## src/rtl/prog_ram_if.sv

```systemverilog
// CPU and loader signal bundle for prog_ram. The master side drives the
// requests and the slave (the RAM) drives read data and loader status.
interface prog_ram_if #(
  parameter int ADDR_W = 4,
  parameter int DATA_W = 8
);
  logic              cpu_we;
  logic [ADDR_W-1:0] cpu_adr;
  logic [DATA_W-1:0] cpu_din;
  logic [DATA_W-1:0] cpu_dout;
  logic              prog_mode;
  logic              ld_valid;
  logic [DATA_W-1:0] ld_data;
  logic              ld_ready;
  logic [ADDR_W:0]   ld_count;
  logic              busy;

  modport master (
    output cpu_we, cpu_adr, cpu_din, prog_mode, ld_valid, ld_data,
    input  cpu_dout, ld_ready, ld_count, busy
  );

  modport slave (
    input  cpu_we, cpu_adr, cpu_din, prog_mode, ld_valid, ld_data,
    output cpu_dout, ld_ready, ld_count, busy
  );
endinterface

```

## src/rtl/prog_ram.sv

```systemverilog
// SAP-1 program/data RAM: registered read port, optional zero-fill after reset,
// and a byte loader that fills memory from address 0 over valid/ready.
module prog_ram #(
  parameter int ADDR_W         = 4,
  parameter int DATA_W         = 8,
  parameter int CLEAR_ON_RESET = 1
) (
  input logic     clk,
  input logic     reset,
  prog_ram_if.slave bus
);
  localparam int DEPTH = 1 << ADDR_W;

  typedef enum logic [1:0] {CLEAR, RUN, LOAD} state_t;

  state_t            state;
  logic [DATA_W-1:0] mem [DEPTH];
  logic [ADDR_W-1:0] clr_ptr;
  logic [ADDR_W-1:0] ld_ptr;
  logic [ADDR_W:0]   ld_count;
  logic [DATA_W-1:0] dout;
  logic              busy;

  logic              mem_we;
  logic [ADDR_W-1:0] mem_wa;
  logic [DATA_W-1:0] mem_wd;

  // Single write port shared by the clear sequencer, the CPU and the loader.
  always_comb begin
    mem_we = 1'b0;
    mem_wa = '0;
    mem_wd = '0;
    if (!reset) begin
      case (state)
        CLEAR: begin
          mem_we = 1'b1;
          mem_wa = clr_ptr;
        end
        RUN: begin
          mem_we = bus.cpu_we;
          mem_wa = bus.cpu_adr;
          mem_wd = bus.cpu_din;
        end
        LOAD: begin
          mem_we = bus.ld_valid;
          mem_wa = ld_ptr;
          mem_wd = bus.ld_data;
        end
        default: ;
      endcase
    end
  end

  always_ff @(posedge clk) begin
    if (mem_we)
      mem[mem_wa] <= mem_wd;
  end

  always_ff @(posedge clk) begin
    if (reset) begin
      state    <= (CLEAR_ON_RESET != 0) ? CLEAR : RUN;
      busy     <= (CLEAR_ON_RESET != 0);
      clr_ptr  <= '0;
      ld_ptr   <= '0;
      ld_count <= '0;
      dout     <= '0;
    end else begin
      case (state)
        CLEAR: begin
          dout    <= '0;
          clr_ptr <= clr_ptr + 1'b1;
          if (clr_ptr == '1) begin
            state <= RUN;
            busy  <= 1'b0;
          end
        end
        RUN: begin
          dout <= mem[bus.cpu_adr];
          if (bus.prog_mode) begin
            state    <= LOAD;
            ld_ptr   <= '0;
            ld_count <= '0;
          end
        end
        LOAD: begin
          dout <= mem[bus.cpu_adr];
          if (bus.ld_valid) begin
            ld_ptr <= ld_ptr + 1'b1;
            // Count saturates at DEPTH even though the pointer wraps.
            if (ld_count != (ADDR_W+1)'(DEPTH))
              ld_count <= ld_count + 1'b1;
          end
          if (!bus.prog_mode)
            state <= RUN;
        end
        default: begin
          state <= RUN;
          busy  <= 1'b0;
        end
      endcase
    end
  end

  assign bus.cpu_dout = dout;
  assign bus.ld_count = ld_count;
  assign bus.busy     = busy;
  assign bus.ld_ready = (state == LOAD);
endmodule

```

## src/flat_wrapper.sv

```systemverilog
// flat-port wrapper written by rule: the top's interface ports become plain ports
module prog_ram_flat 
#(
  parameter int ADDR_W         = 4,
  parameter int DATA_W         = 8,
  parameter int CLEAR_ON_RESET = 1
)
  (clk, reset, bus_cpu_we, bus_cpu_adr, bus_cpu_din, bus_prog_mode, bus_ld_valid, bus_ld_data, bus_cpu_dout, bus_ld_ready, bus_ld_count, bus_busy);
  prog_ram_if #(.ADDR_W(ADDR_W), .DATA_W(DATA_W)) bus_i ();
  input logic clk;
  input logic reset;
  input wire logic [$bits(bus_i.cpu_we)-1:0] bus_cpu_we;
  input wire logic [$bits(bus_i.cpu_adr)-1:0] bus_cpu_adr;
  input wire logic [$bits(bus_i.cpu_din)-1:0] bus_cpu_din;
  input wire logic [$bits(bus_i.prog_mode)-1:0] bus_prog_mode;
  input wire logic [$bits(bus_i.ld_valid)-1:0] bus_ld_valid;
  input wire logic [$bits(bus_i.ld_data)-1:0] bus_ld_data;
  output wire logic [$bits(bus_i.cpu_dout)-1:0] bus_cpu_dout;
  output wire logic [$bits(bus_i.ld_ready)-1:0] bus_ld_ready;
  output wire logic [$bits(bus_i.ld_count)-1:0] bus_ld_count;
  output wire logic [$bits(bus_i.busy)-1:0] bus_busy;
  assign bus_i.cpu_we = bus_cpu_we;
  assign bus_i.cpu_adr = bus_cpu_adr;
  assign bus_i.cpu_din = bus_cpu_din;
  assign bus_i.prog_mode = bus_prog_mode;
  assign bus_i.ld_valid = bus_ld_valid;
  assign bus_i.ld_data = bus_ld_data;
  assign bus_cpu_dout = bus_i.cpu_dout;
  assign bus_ld_ready = bus_i.ld_ready;
  assign bus_ld_count = bus_i.ld_count;
  assign bus_busy = bus_i.busy;
  prog_ram #(.ADDR_W(ADDR_W), .DATA_W(DATA_W), .CLEAR_ON_RESET(CLEAR_ON_RESET)) u_core (.clk(clk), .reset(reset), .bus(bus_i));
endmodule
```

## config.mk

```make
export PLATFORM = sky130hd
export DESIGN_NAME = prog_ram_flat
export DESIGN_NICKNAME = d
export VERILOG_FILES = /design/src/rtl/prog_ram_if.sv /design/src/rtl/prog_ram.sv /design/src/flat_wrapper.sv
export SDC_FILE = /design/constraint.sdc
export NUM_CORES = 1
export LEC_CHECK = 0
export CAP_MARGIN = 0
export CORE_ASPECT_RATIO = 1.4
export CORE_MARGIN = 5
export CORE_UTILIZATION = 57
export CTS_CLUSTER_DIAMETER = 100
export DETAILED_ROUTE_END_ITERATION = 6
export DONT_BUFFER_PORTS = 1
export GPL_TIMING_DRIVEN = 0
export PLACE_DENSITY_LB_ADDON = 0.12
export SLEW_MARGIN = 20
export SYNTH_ARGS = -nofsm -noshare
export SYNTH_HDL_FRONTEND = slang
export SYNTH_SLANG_ARGS = --single-unit
export TNS_END_PERCENT = 20
```

## constraint.sdc

```tcl
create_clock -name clk -period 2.29 [get_ports clk]
set_clock_uncertainty 0.05 [all_clocks]
set_input_delay 0.687 -clock clk [delete_from_list [all_inputs] [get_ports clk]]
set_output_delay 0.687 -clock clk [all_outputs]
set_load 0.005 [all_outputs]
```

Word-level counts from Yosys, hierarchy flattened
Memory sizes are Yosys's and may differ from the RTL's.
Index checks and enable logic that the tools add are counted.
{ "totals": {"regBits": 24, "ramBits": 128, "out_inout_bits": 15, "word_cells": 50, "n_memories": 1} }
{ "classes": {"addsub": 3, "n_eq_ne": 9, "muxes": 22, "bitwise": 1, "reduce_logical": 8} }
{ "memory_table": {"columns": ["name", "words", "width", "rd", "rd_clocked_by_memory_dff", "wr", "line", "text"], "rows": [
  ["u_core.mem", 16, 8, 1, 0, 1, "prog_ram.sv:17", "logic [DATA_W-1:0] mem [DEPTH];"]
]} }
{ "ops": {"columns": ["op", "n"], "rows": [
  ["8-bit case mux with 2 select lines", 2],
  ["5-bit 2-to-1 mux", 3],
  ["4-bit 2-to-1 mux", 3],
  ["4-bit case mux with 3 select lines", 1],
  ["5-bit case mux with 2 select lines", 1],
  ["4-bit by 1-bit adder with 4-bit output (second input constant)", 2],
  ["8-bit 2-to-1 mux", 1],
  ["4-bit case mux with 2 select lines", 1],
  ["2-bit 2-to-1 mux", 3],
  ["2-bit inequality test (second input constant)", 3],
  ["2-bit case mux with 3 select lines", 1],
  ["3-bit AND reduction", 2],
  ["5-bit by 1-bit adder with 5-bit output (second input constant)", 1],
  ["5-bit inequality test (second input constant)", 1],
  ["4-bit equality test (second input constant)", 1],
  ["1-bit 2-to-1 mux", 4],
  ["2-bit by 1-bit inequality test with 1-bit output (second input constant)", 2],
  ["4-bit AND reduction", 1],
  ["2-bit nonzero test", 2],
  ["1-bit case mux with 3 select lines", 1],
  ["2-bit by 1-bit equality test with 1-bit output (second input constant)", 1],
  ["2-bit equality test (second input constant)", 1],
  ["2-bit logical NOT", 1],
  ["1-bit case mux with 2 select lines", 1],
  ["other kinds (3)", 3]
]} }

Logic depth before layout (Yosys ltp)
Gate-level depths: netlist (run 1).
{ "depth": {"word_depth": 5, "mapped_depth": 8, "depth_no_buf": 6} }

Worst setup path after synthesis (run 1)
Ideal clock, no wire load.
{ "synth_timing": {"kind": "reg-to-reg", "start": "register u_core.state[0]", "end": "memory u_core.mem[8][0] (enable)", "arrival_ns": 1.923, "required_time_ns": 1.870, "path_slack_ns": -0.053, "path_stages_with_launch": 7, "n_path_buf": 1, "period_less_slack_ns": 2.343, "path_cell_list": "dfxtp_1 inv_1 ha_1 clkbuf_1 a222oi_1 a21boi_0 nor2_1"} }
{ "synth_via": {"elab_chain_cells": 5, "elab_cells_between_ends": 9} }
{ "synth_lines": {"columns": ["item", "line", "text"], "rows": [
  ["from (decl)", "prog_ram.sv:16", "state_t state;"],
  ["from (signal assigned)", "prog_ram.sv:61", "state <= (CLEAR_ON_RESET != 0) ? CLEAR : RUN;"],
  ["2-bit equality test, or another cell as far along", "prog_ram.sv:34", "case (state)"],
  ["1-bit case mux with 3 select lines", "prog_ram.sv:34", null],
  ["1-bit 2-to-1 mux", "prog_ram.sv:33", "if (!reset) begin"],
  ["1-bit 2-to-1 mux", "prog_ram.sv:55", "if (mem_we)"],
  ["1-bit 2-to-1 mux (implied by the code)", "prog_ram.sv:56", "mem[mem_wa] <= mem_wd;"],
  ["to (decl)", "prog_ram.sv:17", null]
]} }
Several ways; a longest one is shown, not always the timed one.

Final worst setup path (run 1)
{ "layout_timing": {"start": "input bus_cpu_adr[3]", "end": "register u_core.dout[7] (netlist: u_core.bus.cpu_dout[7])"} }
{ "layout_via": {"elab_chain_cells": 2} }
{ "layout_lines": {"columns": ["item", "line", "text"], "rows": [
  ["from (decl)", "flat_wrapper.sv:13", "input wire logic [$bits(bus_i.cpu_adr)-1:0] bus_cpu_adr;"],
  ["memory 16 x 8 bit", null, null],
  ["8-bit case mux with 2 select lines", "prog_ram.sv:68", "case (state)"],
  ["to (signal assigned)", "prog_ram.sv:78", "dout <= mem[bus.cpu_adr];"],
  ["to (signal assigned)", "prog_ram.sv:86", "dout <= mem[bus.cpu_adr];"],
  ["to (decl)", "prog_ram.sv:21", "logic [DATA_W-1:0] dout;"]
]} }
Every way passes these cells.
A chain may end at the register's enable or synchronous reset.

==> results.toml, run 1 <==
[floorplan]
floorplan.initialDensity_pct = 57.58
core_um2 = 10750
row_count = 45
die-area_um2 = 13080
die_h_um = 133.3
die_w_um = 98.09
ioPinCount = 40

[sta]
tightest_slew_ps = 782.2
final_hold_viol_count = 0
setup_tns_ps = 0
fin_crit_ps = 2262
fmax_mhz = 442.1
hold_slack_ps = 429.8
maxSlewHeadroom_pct = 47.85
finalSetupViolations = 0
worst_slack_ps = 27.82
rsz0062_at_grt = "yes"
slew_violations = 0
fin_crit_sh_pct = 98.79

[detailed_routing]
drc = 0
routed_via_density = 6.178
routed_wl_um = 13840
first_pass_iters = 5
num_vias = 3515
ant_nets = 0
drt_iter0_drc = 219
wl_per_cell_um = 24.32

[yosys]
ys_types = 38
synth_area_leaders = "edfxtp_1 62%, mux4_2 12%, dfxtp_1 7.8%, a22oi_1 3.2%, nor2_1 2.4%"
yosysTopAreaCell = "edfxtp_1"
syn-instance-count = 376
yosys_most_used_dff = "edfxtp_1"
synth_edf_count = 128
post-synth-top-area-fraction_pct = 62.07
yosys_warnings = 0
mappedNetlistArea_um2 = 6192
synth_fp_nets = 409
synth_commonest_cells = "128 x edfxtp_1, 40 x nor2_1, 32 x mux4_2, 26 x a22oi_1, 24 x dfxtp_1"
async_flop_share_pct = 0
ys_ff_latch = 152
yosysSeqAreaShare_pct = 69.83
synth_most_common_cell = "edfxtp_1"
avgSynthCellArea_um2 = 16.47

[clock_tree]
clockBufferDepth = 2
cts_hold_buf = 0
htreeDepth = 4
clock_latency_ps = 410
cts_tree = "done"
numCtsBuffers = 17
clockRootBuffer = "clkbuf_16"
cts.sinks = 152
path_clk_slew_ps = 60

[critical_path]
rr_startpoint = "u_core.state[0]"
cpPeakStageDelay_ps = 570
worstSetupEndpointType = "flop"
critPathBufInv = 2
cp.arrival_ps = 2490
worst_path_max_delay_cell = "clkbuf_1"
startpoint_type = "primary input"
cp_top_family = "buffers and inverters"
crit_fanout = 10
critical_path_class = "primary input to flop"
required_ps = 2520
worstPathCellList = "buf_2 -> clkbuf_1 -> mux4_2 -> a22oi_1 -> a21o_1 -> o21ai_0"
crit_path_start = "bus_cpu_adr[3]"

[global_route]
grt_util_all_layers_pct = 21.91
grt_overflow = 0
grt_max_degree = 17
grt_busiest_layer = "met2"
antenna_found_initial = 0
use_met2_pct = 39.70
grtUsageMet3_pct = 5.553
grt_first_pass_wirelength_um = 20660
grt_pass1_vias = 3602
met1_usage_pct = 25.39

[min_path]
hold_class = "flop to flop"
worstHoldStart = "u_core.bus.cpu_dout[7]"

[power_and_ir_drop]
vdd.ir_drop.worst_mv = 0.6801
finalPower_uw = 6657
powerDensity_nw_per_um2 = 891.5
clock_power_share_pct = 41.5
pwr-share-seq_pct = 47.6
netSwitchingFraction_pct = 23.05
p_int_uw = 5122
p_comb_share_pct = 10.9
switchingPower_uw = 1535
leakage_uw = 0.002417

[final_layout]
antenna_cells = 0
layout-drive-gt1-share_pct = 30.61
register_area_um2 = 4329
fillers = 694
layout.cells.non_filler = 569
syn_to_final_growth_pct = 20.59
nets = 448
multi_input_area_um2 = 1987

[place]
gp_congestion = 0.8313
preCtsSetupSlack_ps = -627.5
dpl.cell_count = 517
hpwl_um = 8653
portBuffers = 0

[flow_run]
cap_viol_max_count = 0

[status]
status = "finished, final reports clean"
[what timing repair did]
| item | 4_1_cts | 5_1_grt |
|---|---|---|
| resized for setup | 50 | 25 |
| setup buffers | 15 | 6 |
| setup endpoints to repair | 256 | 178 |
| pin swaps | 19 | 12 |
| cloned | 0 | 0 |
[metal layers]
layer	vias to the layer above	wire length, um
li1	1559	-
met1	1778	5019
met2	159	7607
met3	19	943
met4	0	267
met5	-	0
[power by group through the flow]
stage               sequential [uW]  combinational (uW)  clock (uW)
floorplan                      3200                 381           0
global placement               3210                 500           0
detailed placement             3220                 510           0
CTS                            3160                 646        2780
global route                   3170                 775        2930
finish                         3170                 725        2770
[per-stage QoR]
step | cell area [um^2] | utilization (%)
CTS | 7321 | 68.07
global placement | 6369 | 59.22
finish | 7467 | 69.44
global route | 7467 | 69.44
floorplan | 6192 | -
detailed placement | 6369 | 59.22
[cell type report]
cell class / count / area share, %
inverters: 6 / 0.3016
flip-flops and latches: 152 / 57.98
clock buffers: 19 / 5.932
plain buffers: 19 / 1.374
clock inverters: 13 / 2.061
multi-input cells: 198 / 26.61
well taps: 141 / 2.363
repair buffers: 21 / 3.385
[cells in the final DEF (no fill, tap or decap), types with 3 or more instances in the layout]
cell type / netlist / routed
buf_12: 0 / 7
clkbuf_16: 0 / 17
mux2i_1: 3 / 3
nand2b_1: 3 / 3
o21ai_0: 10 / 10
dfxtp_1: 24 / 22
and2_1: 4 / 3
a21o_1: 11 / 11
a21oi_1: 5 / 5
inv_1: 6 / 5
a222oi_1: 3 / 3
buf_4: 3 / 16
buf_1: 3 / 3
clkinv_2: 0 / 4
a22oi_1: 26 / 26
edfxtp_1: 128 / 128
nor2b_1: 3 / 3
nor2_1: 40 / 16
clkinvlp_4: 0 / 3
ha_1: 8 / 5
bufinv_16: 0 / 3
clkbuf_1: 9 / 8
nor2_2: 0 / 3
mux4_2: 32 / 32
nor2_4: 0 / 21
xnor2_1: 5 / 5
nand3_1: 6 / 5
nand2_1: 19 / 17
[state kept, by name, indices dropped and copies added (netlist names)]
| name | cells |
|---|---|
| u_core.clr_ptr | 4 |
| u_core.state | 2 |
| u_core.bus.ld_count | 5 |
| u_core.bus.cpu_dout | 8 |
| u_core.ld_ptr | 4 |
| u_core.bus.busy | 1 |
| u_core.mem | 128 |
[worst min-delay path: stages (launching register included)]
cell and delay, ps:
dfxtp_1 320, nand2_1 50, o21ai_0 60
[cell families after synthesis]
logic type,share of synthesized area [%]
flip-flops,69.83
AND/OR/NAND/NOR,6.284
AO/OA/AOI/OAI,6.971
multiplexers,12.35
buffers and inverters,1.960
adder cells (fa/ha/maj),1.617
XOR/XNOR,0.9901
[worst paths after layout]
path	endpoint	slack, ps	cells after the start
setup / recovery	u_core.bus.cpu_dout[7]	30	6
hold / removal	u_core.bus.cpu_dout[7]	430	2
setup reg to reg	u_core.mem[10][1]	30	6
hold reg to reg	u_core.bus.cpu_dout[7]	430	2
(Power assumes the default switching activity.)
==> run 2: changes to the inputs <==
CELL_PAD_IN_SITES_DETAIL_PLACEMENT = 1   (was default)
CELL_PAD_IN_SITES_GLOBAL_PLACEMENT = 1   (was default)
CORE_UTILIZATION = 48   (was 57)
==> results.toml, run 2 (same netlist as run 1, synthesis figures left out) <==
[detailed_routing]
routed_wl_um = 15760
ant_nets = 0
wl_per_cell_um = 26.67
routed_via_density = 6.096
drc = 0
first_pass_iters = 4
drt_iter0_drc = 218
num_vias = 3603

[place]
hpwl_um = 9885
place_area_um2 = 6384
portBuffers = 0
gp_congestion = 0.7797
dpl.cell_count = 529

[sta]
hold_slack_ps = 440.3
tightest_slew_ps = 760.5
maxSlewHeadroom_pct = 49.30
fin_crit_sh_pct = 103.4
setup_tns_ps = -2390
fin_crit_ps = 2367
finalSetupViolations = 63
fmax_mhz = 422.4
rsz0062_at_grt = "yes"
final_hold_viol_count = 0
slew_violations = 0
worst_slack_ps = -77.33

[critical_path]
startpoint_type = "flop"
cp.arrival_ps = 2460
worst-path-stages = 9
cp_top_family = "buffers and inverters"
critical_path_class = "flop to flop"
worst_path_max_delay_cell = "a222oi_1"
worstSetupEndpointType = "flop"
required_ps = 2380
cpPeakStageDelay_ps = 430
crit_fanout = 5
critPathBufInv = 5
path_common_cell = "buf_4"
reg2reg_depth = 9
worstPathCellList = "inv_1 -> ha_1 -> a222oi_1 -> buf_4 -> buf_4 -> nand3b_1 -> buf_6 -> nor2_4 -> buf_4"

[power_and_ir_drop]
vdd.ir_drop.worst_mv = 0.4714
leakage_uw = 0.002483
finalPower_uw = 6776
powerDensity_nw_per_um2 = 886.2

[final_layout]
nets = 458
mostFrequentLayoutCell = "edfxtp_1"
layout.cells.non_filler = 591
largest_register = "u_core.mem"
largest_reg_flops = 128
multi_input_area_um2 = 1976
antenna_cells = 0
final_design_area_no_fill_um2 = 7646
fillers = 1145
register_area_um2 = 4332
syn_to_final_growth_pct = 23.48
final_cell_mix = "128 x edfxtp_1, 32 x mux4_2, 26 x a22oi_1"
layout-drive-gt1-share_pct = 32.88

[clock_tree]
path_clk_slew_ps = 70
numCtsBuffers = 17
htreeDepth = 4
cts_tree = "done"
clock_latency_ps = 410
clockBufferDepth = 2
cts.sinks = 152
cts_hold_buf = 0
clockRootBuffer = "clkbuf_16"

[floorplan]
core_um2 = 12750
die_h_um = 144.4
ioPinCount = 40
row_count = 49
die_w_um = 106.0
die-area_um2 = 15300
floorplan.initialDensity_pct = 48.56

[global_route]
antenna_found_initial = 0
grt_overflow = 0
grt_util_all_layers_pct = 21.37
grt_first_pass_wirelength_um = 23370
grt_max_degree = 17
grt_pass1_vias = 3919

[status]
violations = "setup timing"
status = "finished with violations"

[flow_run]
cap_viol_max_count = 0

[min_path]
whs_path_depth = 2
hold_class = "flop to flop"
## run 2: cell count changes in the layout (fill, tap and decap cells not counted), sizes merged
| cell | previous run | this run |
|---|---|---|
| clkinvlp | 3 | 1 |
| bufinv | 3 | 1 |
| clkinv | 7 | 4 |
| clkbuf | 28 | 31 |
| inv | 6 | 10 |
| buf | 31 | 41 |
## run 2: final cells by class
cell class / count / share of cell area, %
Buffer: 19 / 1.342
Clock inverter: 10 / 1.375
Inverter: 6 / 0.2946
Multi-Input combinational cell: 198 / 25.84
Sequential cell: 152 / 56.65
Timing Repair Buffer: 31 / 5.367
Clock buffer: 22 / 6.627
Tap cell: 153 / 2.504
## run 2: timing repair
item,4_1_cts,5_1_grt
setup endpoints to repair,257,208
cloned,0,0
gates resized for setup,53,23
pin swaps,19,13
setup buffers,16,15
## run 2: worst reg2reg max path: cells and delay by family, from the launching register on
kind,cells,cell delay [ps]
AO/OA/AOI/OAI,1,430
AND/OR/NAND/NOR,2,300
buffers and inverters,5,720
adder cells (fa/ha/maj),1,230
flip-flops,1,380
## run 2: path summary, 6_finish.rpt
path / from / to / slack [ps]
worst max-delay path: u_core.state[1] / u_core.mem[9][3] / -80
worst min-delay path: u_core.bus.cpu_dout[3] / u_core.bus.cpu_dout[3] / 440
worst max register to register: u_core.state[1] / u_core.mem[9][3] / -80
worst min register to register: u_core.bus.cpu_dout[3] / u_core.bus.cpu_dout[3] / 440
## run 2: layer usage
layer	GRT usage (%)	part of all wire, %	vias to the layer above
li1	-	-	1587
met4	7.981	2.2	0
met3	4.868	5.6	19
met5	0	0	-
met2	37.97	55	144
met1	25.50	37	1853
## run 2: power by group
part	switching, uW	internal (uW)	total (uW)
logic	456	319	775
clock network	1130	1700	2840
registers	60.8	3100	3170
## run 2: stage by stage
stage               setup WS [ps]  utilization (%)
floorplan                  -53.42                -
global placement           -659.7            50.06
detailed placement         -740.7            50.06
CTS                        -109.6            57.59
global route               -190.2            59.96
finish                     -77.33            59.96
==> run 3: changes to the inputs <==
ABC_AREA = 1   (was default)
CORE_UTILIZATION = 45   (was 48)
==> results.toml, run 3 <==
[sta]
fmax_mhz = 447.3
hold_slack_ps = 432.8
finalSetupViolations = 0
fin_crit_sh_pct = 97.62
worst_slack_ps = 54.53
maxSlewHeadroom_pct = 44.26
tightest_slew_ps = 827.3
fin_crit_ps = 2235
final_hold_viol_count = 0
slew_violations = 0
setup_tns_ps = 0

[floorplan]
die_h_um = 157.1
floorplan.initialDensity_pct = 46.01
core_um2 = 15120
die-area_um2 = 18080
ioPinCount = 40
row_count = 53
die_w_um = 115.1

[detailed_routing]
drc = 0
routed_via_density = 5.449
ant_nets = 0
first_pass_iters = 5
wl_per_cell_um = 22.34
routed_wl_um = 21780
drt_iter0_drc = 335
num_vias = 5313

[final_layout]
multi_input_area_um2 = 2225
final_design_area_no_fill_um2 = 8338
layout-drive-gt1-share_pct = 17.37
fillers = 1672
final_cell_mix = "228 x nand2_1, 128 x edfxtp_1, 115 x inv_1"
largest_reg_flops = 128
antenna_cells = 0
nets = 803
syn_to_final_growth_pct = 19.86
utilization_pct = 55.15
mostFrequentLayoutCell = "nand2_1"
register_area_um2 = 4324
largest_register = "u_core.mem"

[critical_path]
rr_endpoint = "u_core.mem[9][5]"
ff2ff_setup_slack_ps = 50
rr_startpoint = "u_core.state[1]"
critical_path_class = "flop to flop"
startpoint_type = "flop"
cp.arrival_ps = 2330
worstSetupEndpointType = "flop"
required_ps = 2380
reg2reg_depth = 10
crit_fanout = 10

[yosys]
ys_types = 31
async_flop_share_pct = 0
synth_most_common_cell = "nand2_1"
yosysSeqAreaShare_pct = 62.16
avgSynthCellArea_um2 = 9.504
yosysTopAreaCell = "edfxtp_1"
post-synth-top-area-fraction_pct = 55.25
synth_commonest_cells = "233 x nand2_1, 128 x edfxtp_1, 116 x inv_1, 106 x nand3_1"
syn-instance-count = 732
yosys_most_used_dff = "edfxtp_1"
mappedNetlistArea_um2 = 6957
synth_edf_count = 128
ys_ff_latch = 152
synth_fp_nets = 765
yosys_warnings = 0
synth_area_leaders = "edfxtp_1 55%, nand2_1 13%, nand3_1 7.6%, dfxtp_1 6.9%, inv_1 6.3%"

[power_and_ir_drop]
leakage_uw = 0.003441
p_comb_share_pct = 16.9
switchingPower_uw = 2168
vdd.ir_drop.worst_mv = 0.5337
pwr-share-seq_pct = 45.1
powerDensity_nw_per_um2 = 870.6
clock_power_share_pct = 38.0
p_int_uw = 5091
netSwitchingFraction_pct = 29.87

[clock_tree]
path_clk_slew_ps = 70
numCtsBuffers = 17
clockBufferDepth = 2
clock_latency_ps = 430
cts.sinks = 152
cts_tree = "done"
clockRootBuffer = "clkbuf_16"
htreeDepth = 4

[status]
status = "finished, final reports clean"

[min_path]
hold_end = "u_core.bus.busy"
whs_path_depth = 2
worstHoldStart = "u_core.bus.busy"
hold_class = "flop to flop"

[place]
portBuffers = 0
gp_congestion = 0.8718
place_area_um2 = 7296
hpwl_um = 14960
preCtsSetupSlack_ps = -550.9

[global_route]
antenna_found_initial = 0
grt_pass1_vias = 5548
grt_overflow = 0
grt_util_all_layers_pct = 24.12
grt_max_degree = 17
grt_first_pass_wirelength_um = 31660

[flow_run]
cap_viol_max_count = 0
==> run 3: cell count changes after synthesis, sizes merged, moves of 4 or more <==
cell,change
mux2i,-4
a21oi,+21
inv,+117
a21o,-11
and2,-4
a22oi,-26
o21ai,-4
buf,+18
clkbuf,-7
nor2,-16
mux4,-32
nand2,+217
xnor2,-5
nand3,+101
==> run 3: critical path, stage by stage, from the launching register on <==
cell and delay, ps:
dfxtp_1 340, inv_1 100, ha_2 230, buf_4 190
nand2_1 70, nand3_1 150, inv_1 110, nor2_1 160
nand2_2 180, nor2_4 180, buf_12 160
==> run 3: logic make-up (layout without fill, tap and decap cells) <==
group,Yosys count,count (layout),share of synthesized area (%)
compound gates,39,39,3.723
flops,152,152,62.16
buf+inv,154,205,9.496
fa+ha+maj,8,8,1.439
xor+xnor,3,3,0.3778
simple gates,376,376,22.81
==> run 3: power by group through the flow <==
stage | sequential (uW) | clock (uW) | combinational, uW
2_1_floorplan | 3310 | 0 | 646
3_3_place_gp | 3330 | 0 | 901
3_5_place_dp | 3340 | 0 | 962
4_1_cts | 3280 | 2750 | 1030
5_1_grt | 3300 | 2900 | 1330
6_report | 3280 | 2760 | 1230
==> run 3: what timing repair did <==
item / CTS / global route
endpoints found under the setup margin: 185 / 221
setup buffers: 0 / 14
hold buffers: 0 / 0
resized for setup: 25 / 30
pin swaps: 0 / 14
==> run 3: cell type report <==
class | count | share of cell area (%)
Timing Repair Buffer | 19 | 3.827
Inverter | 123 | 5.567
Buffer | 31 | 2.371
Sequential cell | 152 | 51.86
Tap cell | 192 | 2.881
Multi-Input combinational cell | 426 | 26.68
Clock buffer | 17 | 5.102
Clock inverter | 15 | 1.711
==> run 3: how the worst max path moves through the flow <==
stage	end	slack [ps]	cells past startpoint	start
2_1_floorplan	u_core.mem[3][0]	90	6	bus_cpu_adr[2]
6_report	u_core.mem[9][5]	50	10	u_core.state[1]
4_1_cts	u_core.mem[1][4]	-210	7	u_core.state[0]
5_1_grt	u_core.mem[9][7]	-60	10	u_core.state[1]
3_3_place_gp	u_core.mem[2][3]	-1000	4	reset
3_5_place_dp	u_core.mem[1][2]	-550	6	bus_cpu_adr[2]
==> run 3: routing by layer <==
layer  GRT usage, %  routed length [um]  vias to the layer above
met1          26.93                8008                     2632
met5              0                   0                        -
met2          43.02               11650                      171
li1               -                   -                     2452
met3          4.154                 924                       58
met4          13.42                1204                        0
==> run 3: stage by stage <==
step / cells / power (uW)
4_1_cts: 961 / 7052
6_report: 975 / 7259
3_3_place_gp: 924 / 4227
5_1_grt: 975 / 7522
2_1_floorplan: 732 / 3957
3_5_place_dp: 929 / 4302
